--- config.mk ---
export PLATFORM = sky130hd
export DESIGN_NAME = data_mem_interface
export DESIGN_NICKNAME = d
export VERILOG_FILES = /design/src/rtl/dmi_pkg.sv /design/src/rtl/byte_lane_aligner.sv /design/src/rtl/data_mem_interface.sv
export SDC_FILE = /design/constraint.sdc
export NUM_CORES = 1
export LEC_CHECK = 0
export BUFFER_PORTS_ARGS = -buffer_cell sky130_fd_sc_hd__buf_2
export CAP_MARGIN = 20
export CORE_MARGIN = 2
export CORE_UTILIZATION = 43
export CTS_CLUSTER_DIAMETER = 40
export DETAILED_ROUTE_END_ITERATION = 12
export PLACE_DENSITY = 0.87
export REMOVE_ABC_BUFFERS = 1
export SLEW_MARGIN = 20
export SYNTH_ARGS = -nofsm -noshare
export SYNTH_HDL_FRONTEND = slang
export SYNTH_SLANG_ARGS = --single-unit
--- constraint.sdc ---
create_clock -name clk -period 1.9 [get_ports clk]
set_input_delay 0.38 -clock clk [delete_from_list [all_inputs] [get_ports clk]]
set_output_delay 0.38 -clock clk [all_outputs]
set_load 0.02 [all_outputs]
--- src/rtl/dmi_pkg.sv ---
// Shared definitions for the data-memory interface.
//   state_t  : controller states IDLE / REQ / RESP
//   size_t   : access size codes SZ_B / SZ_H / SZ_W
//   DMI_DEFAULT_TIMEOUT : default abort limit, in cycles spent in REQ+RESP
//   size_decode()       : size-enable priority, word over half over byte
package dmi_pkg;

  typedef enum logic [1:0] {
    IDLE = 2'd0,
    REQ  = 2'd1,
    RESP = 2'd2
  } state_t;

  typedef enum logic [1:0] {
    SZ_B = 2'd0,
    SZ_H = 2'd1,
    SZ_W = 2'd2
  } size_t;

  localparam int unsigned DMI_DEFAULT_TIMEOUT = 255;

  // Callers check that at least one enable is set. With only b_e set,
  // or with none set, the result falls through to byte.
  function automatic size_t size_decode(input logic w_e, input logic h_e);
    if (w_e)      return SZ_W;
    else if (h_e) return SZ_H;
    else          return SZ_B;
  endfunction

endpackage

--- src/rtl/byte_lane_aligner.sv ---
// Purely combinational lane steering between the core and a 32-bit bus.
// Ports:
//   size     in  access size (SZ_B / SZ_H / SZ_W)
//   offset   in  byte offset within the word; the caller has already cleared
//                the bits that the access size does not use
//   b_in, h_in, w_in  in  store data for byte / half / word
//   rdata    in  raw bus read word
//   wstrb    out byte strobes for a store
//   wdata    out store data replicated across every lane the size can occupy
//   rdata_rj out addressed bytes right-justified, upper bits zero
module byte_lane_aligner
  import dmi_pkg::*;
(
  input  size_t       size,
  input  logic [1:0]  offset,
  input  logic [7:0]  b_in,
  input  logic [15:0] h_in,
  input  logic [31:0] w_in,
  input  logic [31:0] rdata,
  output logic [3:0]  wstrb,
  output logic [31:0] wdata,
  output logic [31:0] rdata_rj
);

  logic [31:0] rd_shift;

  // NOTE: every output of a combinational block gets a default first, so
  // that no path through the case can leave an output unassigned (which
  // would infer a latch).
  always_comb begin
    wstrb    = 4'b1111;
    wdata    = w_in;
    rdata_rj = rdata;
    rd_shift = rdata >> {offset, 3'b000};
    case (size)
      SZ_B: begin
        wstrb    = 4'b0001 << offset;
        wdata    = {4{b_in}};
        rdata_rj = {24'b0, rd_shift[7:0]};
      end
      SZ_H: begin
        wstrb    = offset[1] ? 4'b1100 : 4'b0011;
        wdata    = {2{h_in}};
        rdata_rj = {16'b0, offset[1] ? rdata[31:16] : rdata[15:0]};
      end
      default: begin
        wstrb    = 4'b1111;
        wdata    = w_in;
        rdata_rj = rdata;
      end
    endcase
  end

endmodule

--- src/rtl/data_mem_interface.sv ---
// Bridge between load_store_controller and a valid/ready data-memory bus.
// It captures one load or store per start pulse, issues one bus request,
// waits for the response and returns the read data right-justified.
//
// Parameter: TIMEOUT (1..65535) is the maximum number of cycles spent in
//   REQ+RESP before the access is aborted with bus_err.
// Ports:
//   clk, rst_n                    clock; synchronous active-low reset
//   start, addr, wr               request pulse, byte address, 1 = store
//   b_e, h_e, w_e                 size enables (word > half > byte)
//   w_in, h_in, b_in              store data
//   bus_valid/bus_ready           request handshake
//   bus_addr, bus_we, bus_wstrb, bus_wdata   request fields
//   bus_rvalid, bus_rdata         response (read data or write ack)
//   mrdin                         right-justified load data
//   busy, done                    core stall; one-cycle completion pulse
//   misalign_err, bus_err         status, valid while done = 1
// Build option: DMI_MISALIGN_TRAP_EN. When defined, a misaligned half or
//   word access completes at once with misalign_err and makes no bus
//   request. When undefined, the offending low address bits are cleared and
//   the access proceeds.
module data_mem_interface
  import dmi_pkg::*;
#(
  parameter int unsigned TIMEOUT = DMI_DEFAULT_TIMEOUT
) (
  input  logic        clk,
  input  logic        rst_n,
  input  logic        start,
  input  logic [31:0] addr,
  input  logic        wr,
  input  logic        b_e,
  input  logic        h_e,
  input  logic        w_e,
  input  logic [31:0] w_in,
  input  logic [15:0] h_in,
  input  logic [7:0]  b_in,
  output logic        bus_valid,
  input  logic        bus_ready,
  output logic [31:0] bus_addr,
  output logic        bus_we,
  output logic [3:0]  bus_wstrb,
  output logic [31:0] bus_wdata,
  input  logic        bus_rvalid,
  input  logic [31:0] bus_rdata,
  output logic [31:0] mrdin,
  output logic        busy,
  output logic        done,
  output logic        misalign_err,
  output logic        bus_err
);

  localparam int unsigned   CW      = $clog2(TIMEOUT + 1);
  // The abort fires on the edge that ends the TIMEOUT-th cycle in REQ+RESP,
  // when the counter still shows TIMEOUT-1.
  localparam logic [CW-1:0] TO_LAST = CW'(TIMEOUT - 1);

  state_t        state, state_n;
  logic [CW-1:0] cnt;
  size_t         size_in, size_q, al_size;
  logic [1:0]    off_in, off_q, al_off;
  logic          req_en, trap_in;
  logic          start_req, resp_done, abort, timeout_hit;
  logic [3:0]    al_wstrb;
  logic [31:0]   al_wdata, al_rdata;

  // Request decode. The offset is masked to the access size, so a
  // misaligned half or word is handled as its aligned counterpart.
  always_comb begin
    req_en  = b_e | h_e | w_e;
    size_in = size_decode(w_e, h_e);
    case (size_in)
      SZ_W:    off_in = 2'b00;
      SZ_H:    off_in = {addr[1], 1'b0};
      default: off_in = addr[1:0];
    endcase
  end

`ifdef DMI_MISALIGN_TRAP_EN
  assign trap_in = ((size_in == SZ_H) && addr[0]) ||
                   ((size_in == SZ_W) && (addr[1:0] != 2'b00));
`else
  assign trap_in = 1'b0;
`endif

  // In IDLE the aligner encodes the incoming store. In RESP it extracts the
  // load from the size and offset captured when the request was accepted.
  assign al_size = (state == IDLE) ? size_in : size_q;
  assign al_off  = (state == IDLE) ? off_in  : off_q;

  byte_lane_aligner u_aligner (
    .size     (al_size),
    .offset   (al_off),
    .b_in     (b_in),
    .h_in     (h_in),
    .w_in     (w_in),
    .rdata    (bus_rdata),
    .wstrb    (al_wstrb),
    .wdata    (al_wdata),
    .rdata_rj (al_rdata)
  );

  // NOTE: rst_n is sampled only at the rising clock edge. It is a
  // synchronous reset, so it is not listed in the sensitivity list.
  always_ff @(posedge clk) begin
    if (!rst_n) state <= IDLE;
    else        state <= state_n;
  end

  always_comb begin
    state_n     = state;
    start_req   = 1'b0;
    resp_done   = 1'b0;
    abort       = 1'b0;
    timeout_hit = (cnt == TO_LAST);
    case (state)
      IDLE: begin
        if (start && req_en && !trap_in) begin
          state_n   = REQ;
          start_req = 1'b1;
        end
      end
      REQ: begin
        if (timeout_hit) begin
          state_n = IDLE;
          abort   = 1'b1;
        end else if (bus_ready) begin
          state_n = RESP;
        end
      end
      RESP: begin
        // A response in the last allowed cycle beats the timeout.
        if (bus_rvalid) begin
          state_n   = IDLE;
          resp_done = 1'b1;
        end else if (timeout_hit) begin
          state_n = IDLE;
          abort   = 1'b1;
        end
      end
      default: state_n = IDLE;
    endcase
  end

  assign bus_valid = (state == REQ);
  assign busy      = (state != IDLE);

  // NOTE: all sequential state is assigned with non-blocking (<=), so every
  // register sees the values from before the edge regardless of statement
  // order.
  always_ff @(posedge clk) begin
    if (!rst_n) begin
      cnt       <= '0;
      bus_addr  <= '0;
      bus_we    <= 1'b0;
      bus_wstrb <= '0;
      bus_wdata <= '0;
      size_q    <= SZ_B;
      off_q     <= 2'b00;
      mrdin     <= '0;
      done      <= 1'b0;
      bus_err   <= 1'b0;
    end else begin
      done <= 1'b0;

      if (start_req)             cnt <= '0;
      else if (state != IDLE)    cnt <= cnt + 1'b1;

      if (start_req) begin
        bus_addr  <= {addr[31:2], 2'b00};
        bus_we    <= wr;
        bus_wstrb <= wr ? al_wstrb : 4'b0000;
        bus_wdata <= al_wdata;
        size_q    <= size_in;
        off_q     <= off_in;
      end

      if (resp_done) begin
        done    <= 1'b1;
        bus_err <= 1'b0;
        if (!bus_we) mrdin <= al_rdata;
      end else if (abort) begin
        done    <= 1'b1;
        bus_err <= 1'b1;
        mrdin   <= '0;
      end

`ifdef DMI_MISALIGN_TRAP_EN
      if ((state == IDLE) && start && req_en && trap_in) begin
        done    <= 1'b1;
        bus_err <= 1'b0;
      end
`endif
    end
  end

`ifdef DMI_MISALIGN_TRAP_EN
  // Updated only on a done pulse and held in between.
  always_ff @(posedge clk) begin
    if (!rst_n) begin
      misalign_err <= 1'b0;
    end else if ((state == IDLE) && start && req_en && trap_in) begin
      misalign_err <= 1'b1;
    end else if (resp_done || abort) begin
      misalign_err <= 1'b0;
    end
  end
`else
  assign misalign_err = 1'b0;
`endif

endmodule

After elaboration in Yosys (flattened, before gate mapping) --
Cells that the tools add are included.
Operators by class: equal/unequal tests 10, shift-type cells 2, mux-type cells 29, $add $sub $neg 1, bitwise gates (word level) 3, reductions and logical operators 9
Operators with widths (number):
- $pmux W32 S2 | 2
- $mux W32 | 3
- $shr A32 B5 Y8 | 1
- $mux W16 | 1
- $mux W2 | 8
- $mux W1 | 9
- $add A8 B1 Y8 const B | 1
- $eq A8 B8 Y1 const B | 1
- $mux W4 | 2
- $pmux W4 S2 | 1
- $eq A2 B1 Y1 const B | 3
- $pmux W2 S3 | 1
- $eq A2 B2 Y1 const B | 2
- $logic_not A2 Y1 | 2
- $pmux W2 S2 | 1
- $reduce_bool A2 Y1 | 2
- $reduce_or A2 Y1 | 2
- $shl A1 B2 Y4 const A | 1
- $ne A3 B1 Y1 const B | 1
- $ne A3 B3 Y1 const B | 1
- $reduce_and A3 Y1 | 1
- $ne A2 B1 Y1 const B | 1
- $ne A2 B2 Y1 const B | 1
- $or A1 B1 Y1 | 2
- other kinds (4) | 4
Storage, ports and cells: output and inout port bits 106, word-level logic and storage cells 65, input bits 129, register bits 115

Longest topological paths before layout --
Gate-level depths: netlist of the first run.
depth after elaboration 9, depth in mapped cells 9, gate-level depth less buffers 6

Cells and area by module --
Synthesis of the first run repeated with hierarchy kept, for this count alone.
Unflattened totals: cells, all modules 637, area total of the unflattened synthesis 5246.3 um^2
Modules (own cells, without submodules):
- data_mem_interface | cells each 468, instances 1, seq. area each 2302.2 um^2, area an instance 4154.0 um^2
- byte_lane_aligner | cells each 169, instances 1, seq. area each 0.0 um^2, area an instance 1092.3 um^2

Worst setup path before layout of the first run --
OpenSTA, ideal clock, no wires.
path kind reg2reg, start register state[0], end register bus_wstrb[3], clock period less this slack 1.880 ns, data arrival time 1.762 ns, library setup time 0.117 ns, stages on the path, launching flop included 9, path slack 0.020 ns, data required time 1.783 ns, path buffers 2, cell sequence dfxtp_1 inv_1 ha_1 buf_4 or3_1 nand2_4 buf_6 o211ai_1 a32o_1
On the way: cells in the longest elaborated chain, start to end 5, elaborated cells between the ends (all ways) 10, classes of those cells eq/ne: 1; shift: 1; mux: 6; reduce/logical: 2
Ends and longest elaborated chain:
- start, declared | line data_mem_interface.sv:58 | state_t state, state_n;
- start signal, assigned | line data_mem_interface.sv:107 | else state <= state_n;
- $logic_not A2 Y1 (*) | line data_mem_interface.sv:88, data_mem_interface.sv:89, data_mem_interface.sv:116
- $mux W2 (on tied branches) | line data_mem_interface.sv:88, data_mem_interface.sv:89
- $eq A2 B1 Y1, or another cell as far along | line byte_lane_aligner.sv:35 | case (size)
- $pmux W4 S2 | line byte_lane_aligner.sv:35
- $mux W4 | line data_mem_interface.sv:172 | bus_wstrb <= wr ? al_wstrb : 4'b0000;
- end signal, assigned | line data_mem_interface.sv:172
- end, declared | line data_mem_interface.sv:42 | output logic [3:0] bus_wstrb,
Mark *: on every way between the ends. The rest lies on a longest branch, timed or not. A chain may end at the register's enable or synchronous reset.

Worst setup path after layout of the first run --
start register state[1], end register mrdin[3]
On the way: cells in the longest elaborated chain, start to end 6, elaborated cells between the ends (all ways) 17, classes of those cells eq/ne: 4; shift: 1; mux: 8; reduce/logical: 4
Ends and longest elaborated chain:
- $logic_not A2 Y1 | line data_mem_interface.sv:88, data_mem_interface.sv:89
- $mux W2 (on tied branches) | line data_mem_interface.sv:89, data_mem_interface.sv:88
- $shr A32 B5 Y8, or another cell as far along | line byte_lane_aligner.sv:34 | rd_shift = rdata >> {offset, 3'b000};
- $pmux W32 S2 | line byte_lane_aligner.sv:35
- $mux W32 | line data_mem_interface.sv:181 | if (!bus_we) mrdin <= al_rdata;
- $mux W32 | line data_mem_interface.sv:178 | if (resp_done) begin
- end signal, assigned | line data_mem_interface.sv:181
- end, declared | line data_mem_interface.sv:46 | output logic [31:0] mrdin,
Several ways; a longest one is shown, not always the timed one. The select of a mux whose other input is x is not followed.

==> results of run 1 <==
-- placed cells by master (no fill, tap or decap), types with 11 or more instances in the layout --
cell,instances
nand3_1,11
buf_2,230
dfxtp_1,113
o21ai_0,43
nor2_1,16
nand2_1,108
clkbuf_16,17
a22o_1,16
a21oi_1,74
a221oi_2,15
o221ai_1,11
buf_4,30
-- path summary, 6_finish.rpt --
kind                  end  cells after the start          from
min          bus_addr[28]                      3      addr[28]
min reg2reg  bus_addr[26]                      2  bus_addr[26]
max              mrdin[3]                      7      state[1]
max reg2reg      mrdin[3]                      7      state[1]
-- power by group through the flow --
| stage | registers, mW | clock network [mW] | logic (mW) |
|---|---|---|---|
| after floorplan | 3.31 | 0 | 1.30 |
| after global placement | 2.95 | 0 | 2.71 |
| after detailed placement | 2.95 | 0 | 2.76 |
| after CTS | 2.92 | 3.67 | 2.80 |
| after global routing | 2.96 | 3.79 | 3.29 |
| final | 2.93 | 3.64 | 3.05 |
-- logic make-up after synthesis --
logic type / count (synthesis) / share of synthesized area (%)
AND/OR/NAND/NOR: 179 / 16.29
buffers and inverters: 58 / 6.145
adder cells (fa/ha/maj): 6 / 1.446
multiplexers: 1 / 0.2169
AO/OA/AOI/OAI: 232 / 30.31
flip-flops: 115 / 44.34
XOR/XNOR: 7 / 1.181
other: 1 / 0.07222
-- Yosys cell counts (3+ instances only) --
cell type	n	area share, %
a22o_1	17	2.9
nand4_1	3	0.36
o21bai_1	7	1.0
buf_4	5	0.72
a211oi_1	7	1.0
xor2_1	6	1.0
a21o_1	9	1.3
clkbuf_1	26	1.9
nand2b_1	5	0.60
dfxtp_1	115	44
nor2_1	16	1.2
ha_1	6	1.4
inv_1	7	0.51
buf_2	12	1.2
nor3b_1	6	0.87
buf_6	6	1.3
o221ai_1	14	2.4
nand2_1	108	7.8
nor2b_1	8	0.96
o2bb2ai_1	8	1.3
o211ai_1	9	1.3
a22oi_1	8	1.2
a21oi_1	74	7.1
o21ai_0	43	4.1
a221oi_1	16	2.7
nand3_1	12	1.2
or3_1	3	0.36
-- layer usage --
metal  track usage [%]  vias up
li1                  -     2651
met1             29.11     2607
met2             42.04      287
met3             8.342       37
met4             10.73        0
met5                 0        -
-- flip-flops by register name, indices dropped and copies added, names as in the netlist --
name,flops
bus_wdata,32
done,1
off_q,2
bus_err,1
state,2
mrdin,32
bus_addr,30
bus_wstrb,4
bus_we,1
size_q,2
cnt,8
-- area by class of cell --
cell class / instances / area share (%)
Clock inverter: 8 / 2.288
Inverter: 7 / 0.3559
Tap cell: 147 / 2.492
Sequential cell: 115 / 31.22
Timing Repair Buffer: 264 / 19.61
Clock buffer: 24 / 6.932
Multi-Input combinational cell: 428 / 37.10
-- stage by stage --
step / std cells / instance area, µm² / total power [mW] / setup TNS, ns / setup WS, ns
detailed placement: 957 / 6509 / 5.710 / -1.893 / -0.07793
global route: 993 / 7382 / 10.05 / -0.1615 / -0.05158
finish: 993 / 7382 / 9.608 / 0 / 0.03507
floorplan: 550 / 4907 / 4.616 / -67.99 / -0.9027
CTS: 989 / 7209 / 9.385 / -0.01741 / -0.01325
global placement: 957 / 6509 / 5.658 / -0.005628 / -0.004052
-- worst max-delay path: stages, from the launching register on --
cell	delay (ns)
dfxtp_2	0.33
inv_2	0.09
ha_4	0.17
buf_6	0.12
or3b_4	0.43
a21oi_4	0.30
o221ai_1	0.18
o211ai_1	0.18
-- what timing repair did --
action,CTS,global route
pin swaps,1,3
setup buffers,0,4
resized for setup,7,27
endpoints found under the setup margin,39,59
hold buffers,0,0
==> impl_metrics.py, run 1 <==
metrics = {
    "global_route": {
        "antenna_found_initial": 0,
        "grt_pass1_vias": 5393,
        "gr-usage-all-layers_pct": 24.98,
        "grt_overflow_total": 0,
        "global_route_wire_length_before_repair_mm": 25.98,
        "grt_max_degree": 66,
    },
    "final_layout": {
        "syn_to_final_growth_pct": 42.17,
        "antenna_cells_inserted": 0,
        "final_nets": 968,
        "multiInputGateArea_um2": 2739,
        "layout.filler_cells": 990,
        "total_area_of_sequential_cells_um2": 2305,
        "utilization_pct": 61.97,
        "final_layout_size_suffix_gt1_share_pct": 39.60,
    },
    "synthesis": {
        "synthesis.area_per_instance_um2": 8.669,
        "synth-edff-count": 0,
        "postSynthCellCount": 599,
        "synth_cell_types": 60,
        "flip_flop_and_latch_count_after_synthesis": 115,
        "netlist_area_um2": 5192,
        "synthesis.yosys.warnings": 0,
        "synth_seq_area_share_pct": 44.34,
        "most_common_flop_cell_mapped_by_yosys": "dfxtp_1",
        "synthArstFlopShare_pct": 0,
    },
    "floorplanning": {
        "rows": 40,
        "height_of_the_chip_um": 113.9,
        "initial_utilization_pct": 43.59,
        "placeableCoreArea_um2": 11910,
        "top_level_ports": 235,
        "fp.dieW_um": 113.9,
        "die_area_um2": 12970,
    },
    "clock_tree": {
        "cts.sink_count": 115,
        "tritoncts": "built",
        "numCtsBuffers": 17,
        "clock_latency_ns": 0.41,
        "clk_pin_slew_ns": 0.05,
        "clock-root-buffer": "clkbuf_16",
        "ctsHtreeMaxLevel": 4,
        "cts_buffer_depth": 2,
    },
    "place": {
        "hpwl_mm": 11.44,
        "place.gp.congestion": 0.9372,
        "port_buffers": 231,
    },
    "power_and_ir_drop": {
        "combinationalPowerShare_pct": 31.7,
        "p_seq_share_pct": 30.4,
        "cell_internal_pwr_mw": 6.416,
        "power.static_leakage_nw": 3.339,
        "irDropWorstVdd_mv": 0.8104,
        "p_sw_share_pct": 33.22,
        "switchingPower_mw": 3.192,
        "power_density_nw_per_um2": 1302,
        "power_frac_clock_pct": 37.9,
    },
    "route": {
        "drcViolationCount": 0,
        "routed.top_layer": "met4",
        "finalWirelength_mm": 16.74,
        "wl_per_cell_um": 16.85,
        "routed-wl-met2_mm": 8.220,
        "postRouteAntennaNets": 0,
        "drt_iter0_markers": 401,
        "detailroute.wirelength.met3_mm": 1.453,
        "drtPass1Iterations": 5,
        "drt-met1-wl_mm": 6.586,
        "drt-vias-per-instance": 5.621,
        "detailed_route_via_count": 5582,
    },
    "timing": {
        "setup_violations": 0,
        "finalCritPeriodShare_pct": 98.15,
        "rsz0062_at_grt": "true",
        "timing.final.max_slew_violations": 0,
        "fin_worst_skew_ns": 0.008042,
        "report.final.hold_viol_count": 0,
        "fin_hold_ws_ns": 0.2014,
        "final.min_clock_period_ns": 1.865,
        "clock.fmax_mhz": 536.2,
    },
    "setup_path": {
        "worst_setup_end_kind": "flop",
        "critPathRequiredTime_ns": 2.24,
        "r2r_slack_ns": 0.04,
        "timing.setup.critical_path_class": "flop to flop",
        "worstPathMaxFanout": 8,
        "setup.worst_path.start_class": "flop",
        "cp_data_arrival_time_ns": 2.20,
    },
    "outcome": {
        "run_status": "completed",
    },
    "flow_run": {
        "maxCapViolations": 0,
    },
    "hold_path": {
        "worstHoldPathType": "input pin to flop",
    },
}
Power figures use the tool's default switching activity.
==> run 2: changes to the inputs <==
--- a/config.mk
+++ b/config.mk
@@ -7,11 +7,11 @@
 export LEC_CHECK = 0
 export BUFFER_PORTS_ARGS = -buffer_cell sky130_fd_sc_hd__buf_2
 export CAP_MARGIN = 20
-export CORE_MARGIN = 2
-export CORE_UTILIZATION = 43
+export CORE_MARGIN = 3
+export CORE_UTILIZATION = 47
 export CTS_CLUSTER_DIAMETER = 40
 export DETAILED_ROUTE_END_ITERATION = 12
-export PLACE_DENSITY = 0.87
+export PLACE_DENSITY = 0.9
 export REMOVE_ABC_BUFFERS = 1
 export SLEW_MARGIN = 20
 export SYNTH_ARGS = -nofsm -noshare
==> constraint.sdc (replaced) <==
create_clock -name clk -period 1.92 [get_ports clk]
set_input_delay 0.384 -clock clk [delete_from_list [all_inputs] [get_ports clk]]
set_output_delay 0.384 -clock clk [all_outputs]
set_load 0.02 [all_outputs]
==> run 2 against run 1 <==
Compared with the run above:
- non-clock buffer count up 5
- sequential share of layout area increased by 0.42 points
- via count rose by 3.4%
- routed wire length grew 5.6%
- sequential power is 1% lower
- clock skew increased by 0.0023 ns
- highest routed layer is now met5
==> impl_metrics.py, run 2 (same netlist as run 1, synthesis figures left out) <==
metrics = {
    "outcome": {
        "run_status": "completed",
    },
    "setup_path": {
        "worstPathMaxFanout": 14,
        "timing.critical_path.buf_inv": 4,
        "gate_family_responsible_for_the_most_delay_along_the_worst_path": "buffers and inverters",
        "timing.critical_path.from": "state[1]",
        "path_cells": "inv_2 > ha_4 > buf_6 > nor4bb_4 > buf_4 > buf_4 > nor3b_1 > a211oi_2 > o211ai_1",
        "critPathRequiredTime_ns": 2.33,
        "cp_data_arrival_time_ns": 2.31,
        "worst_setup_end_kind": "flop",
        "cp_slowest_cell": "dfxtp_1",
        "setup.worst_path.start_class": "flop",
        "cp_slowest_stage_delay_ns": 0.34,
        "r2r-start": "state[1]",
        "timing.setup.critical_path_class": "flop to flop",
        "crit_top_cell": "buf_4",
    },
    "clock_tree": {
        "cts.sink_count": 115,
        "cts_buffer_depth": 2,
        "numCtsBuffers": 17,
        "ctsHoldBuffers": 0,
        "clock-root-buffer": "clkbuf_8",
        "ctsHtreeMaxLevel": 4,
        "clk_pin_slew_ns": 0.06,
        "tritoncts": "built",
        "clock_latency_ns": 0.51,
    },
    "power_and_ir_drop": {
        "power_density_nw_per_um2": 1220,
        "combinationalPowerShare_pct": 33.7,
        "p_seq_share_pct": 32.5,
        "p_sw_share_pct": 35.74,
        "switchingPower_mw": 3.174,
        "power_frac_clock_pct": 33.8,
        "total_power_mw": 8.882,
        "power.static_leakage_nw": 3.284,
        "irDropWorstVdd_mv": 0.9720,
        "cell_internal_pwr_mw": 5.707,
    },
    "floorplanning": {
        "top_level_ports": 235,
        "fp.dieW_um": 111.1,
        "placeableCoreArea_um2": 10560,
        "die_area_um2": 12350,
        "rows": 37,
        "initial_utilization_pct": 49.19,
        "height_of_the_chip_um": 111.1,
    },
    "timing": {
        "slew_headroom_pct": 51.09,
        "timing_worst_slew_pin_value_ns": 0.7304,
        "final.min_clock_period_ns": 1.902,
        "fin_worst_skew_ns": 0.01037,
        "clock.fmax_mhz": 525.7,
        "setup_violations": 0,
        "post-route-worst-setup-slack_ns": 0.01759,
        "finalCritPeriodShare_pct": 99.08,
        "timing.final.max_slew_violations": 0,
        "report.final.hold_viol_count": 0,
        "timing.setup.tns_ns": 0,
        "rsz0062_at_grt": "true",
    },
    "place": {
        "pre_cts_ws_ns": -0.2091,
        "post-place-cells": 950,
        "hpwl_mm": 11.74,
        "place.gp.congestion": 0.9660,
        "port_buffers": 231,
        "placement.cell_area_um2": 6513,
    },
    "global_route": {
        "top_usage_layer": "met2",
        "grt_util_met3_pct": 7.860,
        "gr-usage-all-layers_pct": 26.53,
        "antenna_found_initial": 1,
        "grt_overflow_total": 0,
        "grt_max_degree": 46,
        "grt_pass1_vias": 5542,
        "global_route_wire_length_before_repair_mm": 27.03,
        "globalRouteMet2Util_pct": 44.94,
        "grt.met1_usage_pct": 31.28,
    },
    "hold_path": {
        "hold_start": "addr[20]",
        "worstHoldPathType": "input pin to flop",
    },
    "route": {
        "drtPass1Iterations": 5,
        "detailed_route_via_count": 5772,
        "wl_per_cell_um": 17.85,
        "drt_iter0_markers": 559,
        "drt-vias-per-instance": 5.830,
        "drcViolationCount": 0,
        "finalWirelength_mm": 17.67,
        "postRouteAntennaNets": 0,
    },
    "final_layout": {
        "reg_top3": "bus_wdata x32, mrdin x32, bus_addr x30",
        "post_layout_nonfiller_instances": 990,
        "finalInstanceArea_um2": 7279,
        "layout.filler_cells": 844,
        "total_area_of_sequential_cells_um2": 2303,
        "final_nets": 976,
        "multiInputGateArea_um2": 2719,
        "final_layout_size_suffix_gt1_share_pct": 39.70,
        "syn_to_final_growth_pct": 40.19,
        "antenna_cells_inserted": 0,
        "layout.cells.most_common_list": "buf_2, dfxtp_1, nand2_1, a21oi_1, o21ai_0",
        "final_common_cell": "buf_2",
    },
    "flow_run": {
        "maxCapViolations": 0,
    },
}
## run 2: repair_timing
action                                  CTS  global route
pin swaps                                 1             5
resized for setup                        15            18
endpoints found under the setup margin   58            66
gates cloned                              0             3
setup buffers                             1             4
## run 2: worst register-to-register path, delay by kind of cell (launching register included)
family	cells	cell delay, ns
AOI/OAI and AO/OA	2	0.32
buffers and inverters	4	0.52
DFF	1	0.34
adders and majority gates	1	0.17
and+or+nand+nor	2	0.46
## run 2: per-stage QoR
stage	utilization, %	hold slack [ns]
floorplan	-	0.4657
global placement	61.70	0.4382
detailed placement	61.70	0.4441
CTS	67.82	0.09380
global route	68.97	0.09230
finish	68.97	0.1020
## run 2: power by group through the flow
stage	combinational (mW)	clock, mW	sequential, mW
after global routing	3.24	3.13	2.92
after CTS	2.83	3.02	2.88
after floorplan	1.29	0	3.28
after global placement	2.70	0	2.91
final	2.99	3.00	2.89
after detailed placement	2.75	0	2.92
## run 2: worst paths after layout
kind / end / slack (ns) / cells after the start
max: mrdin[5] / 0.02 / 9
min: bus_addr[20] / 0.10 / 3
max reg2reg: mrdin[5] / 0.02 / 9
min reg2reg: bus_addr[4] / 0.45 / 2
## run 2: routing by layer
metal	up-vias	wire length [µm]
met3	66	1666
met2	362	8552
met1	2675	6768
li1	2667	-
met5	-	13
met4	2	671
## run 2: cell type report
| type | count | share of cell area (%) |
|---|---|---|
| Tap cell | 136 | 2.338 |
| Clock buffer | 19 | 5.930 |
| Sequential cell | 115 | 31.64 |
| Timing Repair Buffer | 269 | 20.51 |
| Inverter | 7 | 0.3609 |
| Multi-Input combinational cell | 431 | 37.35 |
| Clock inverter | 13 | 1.873 |
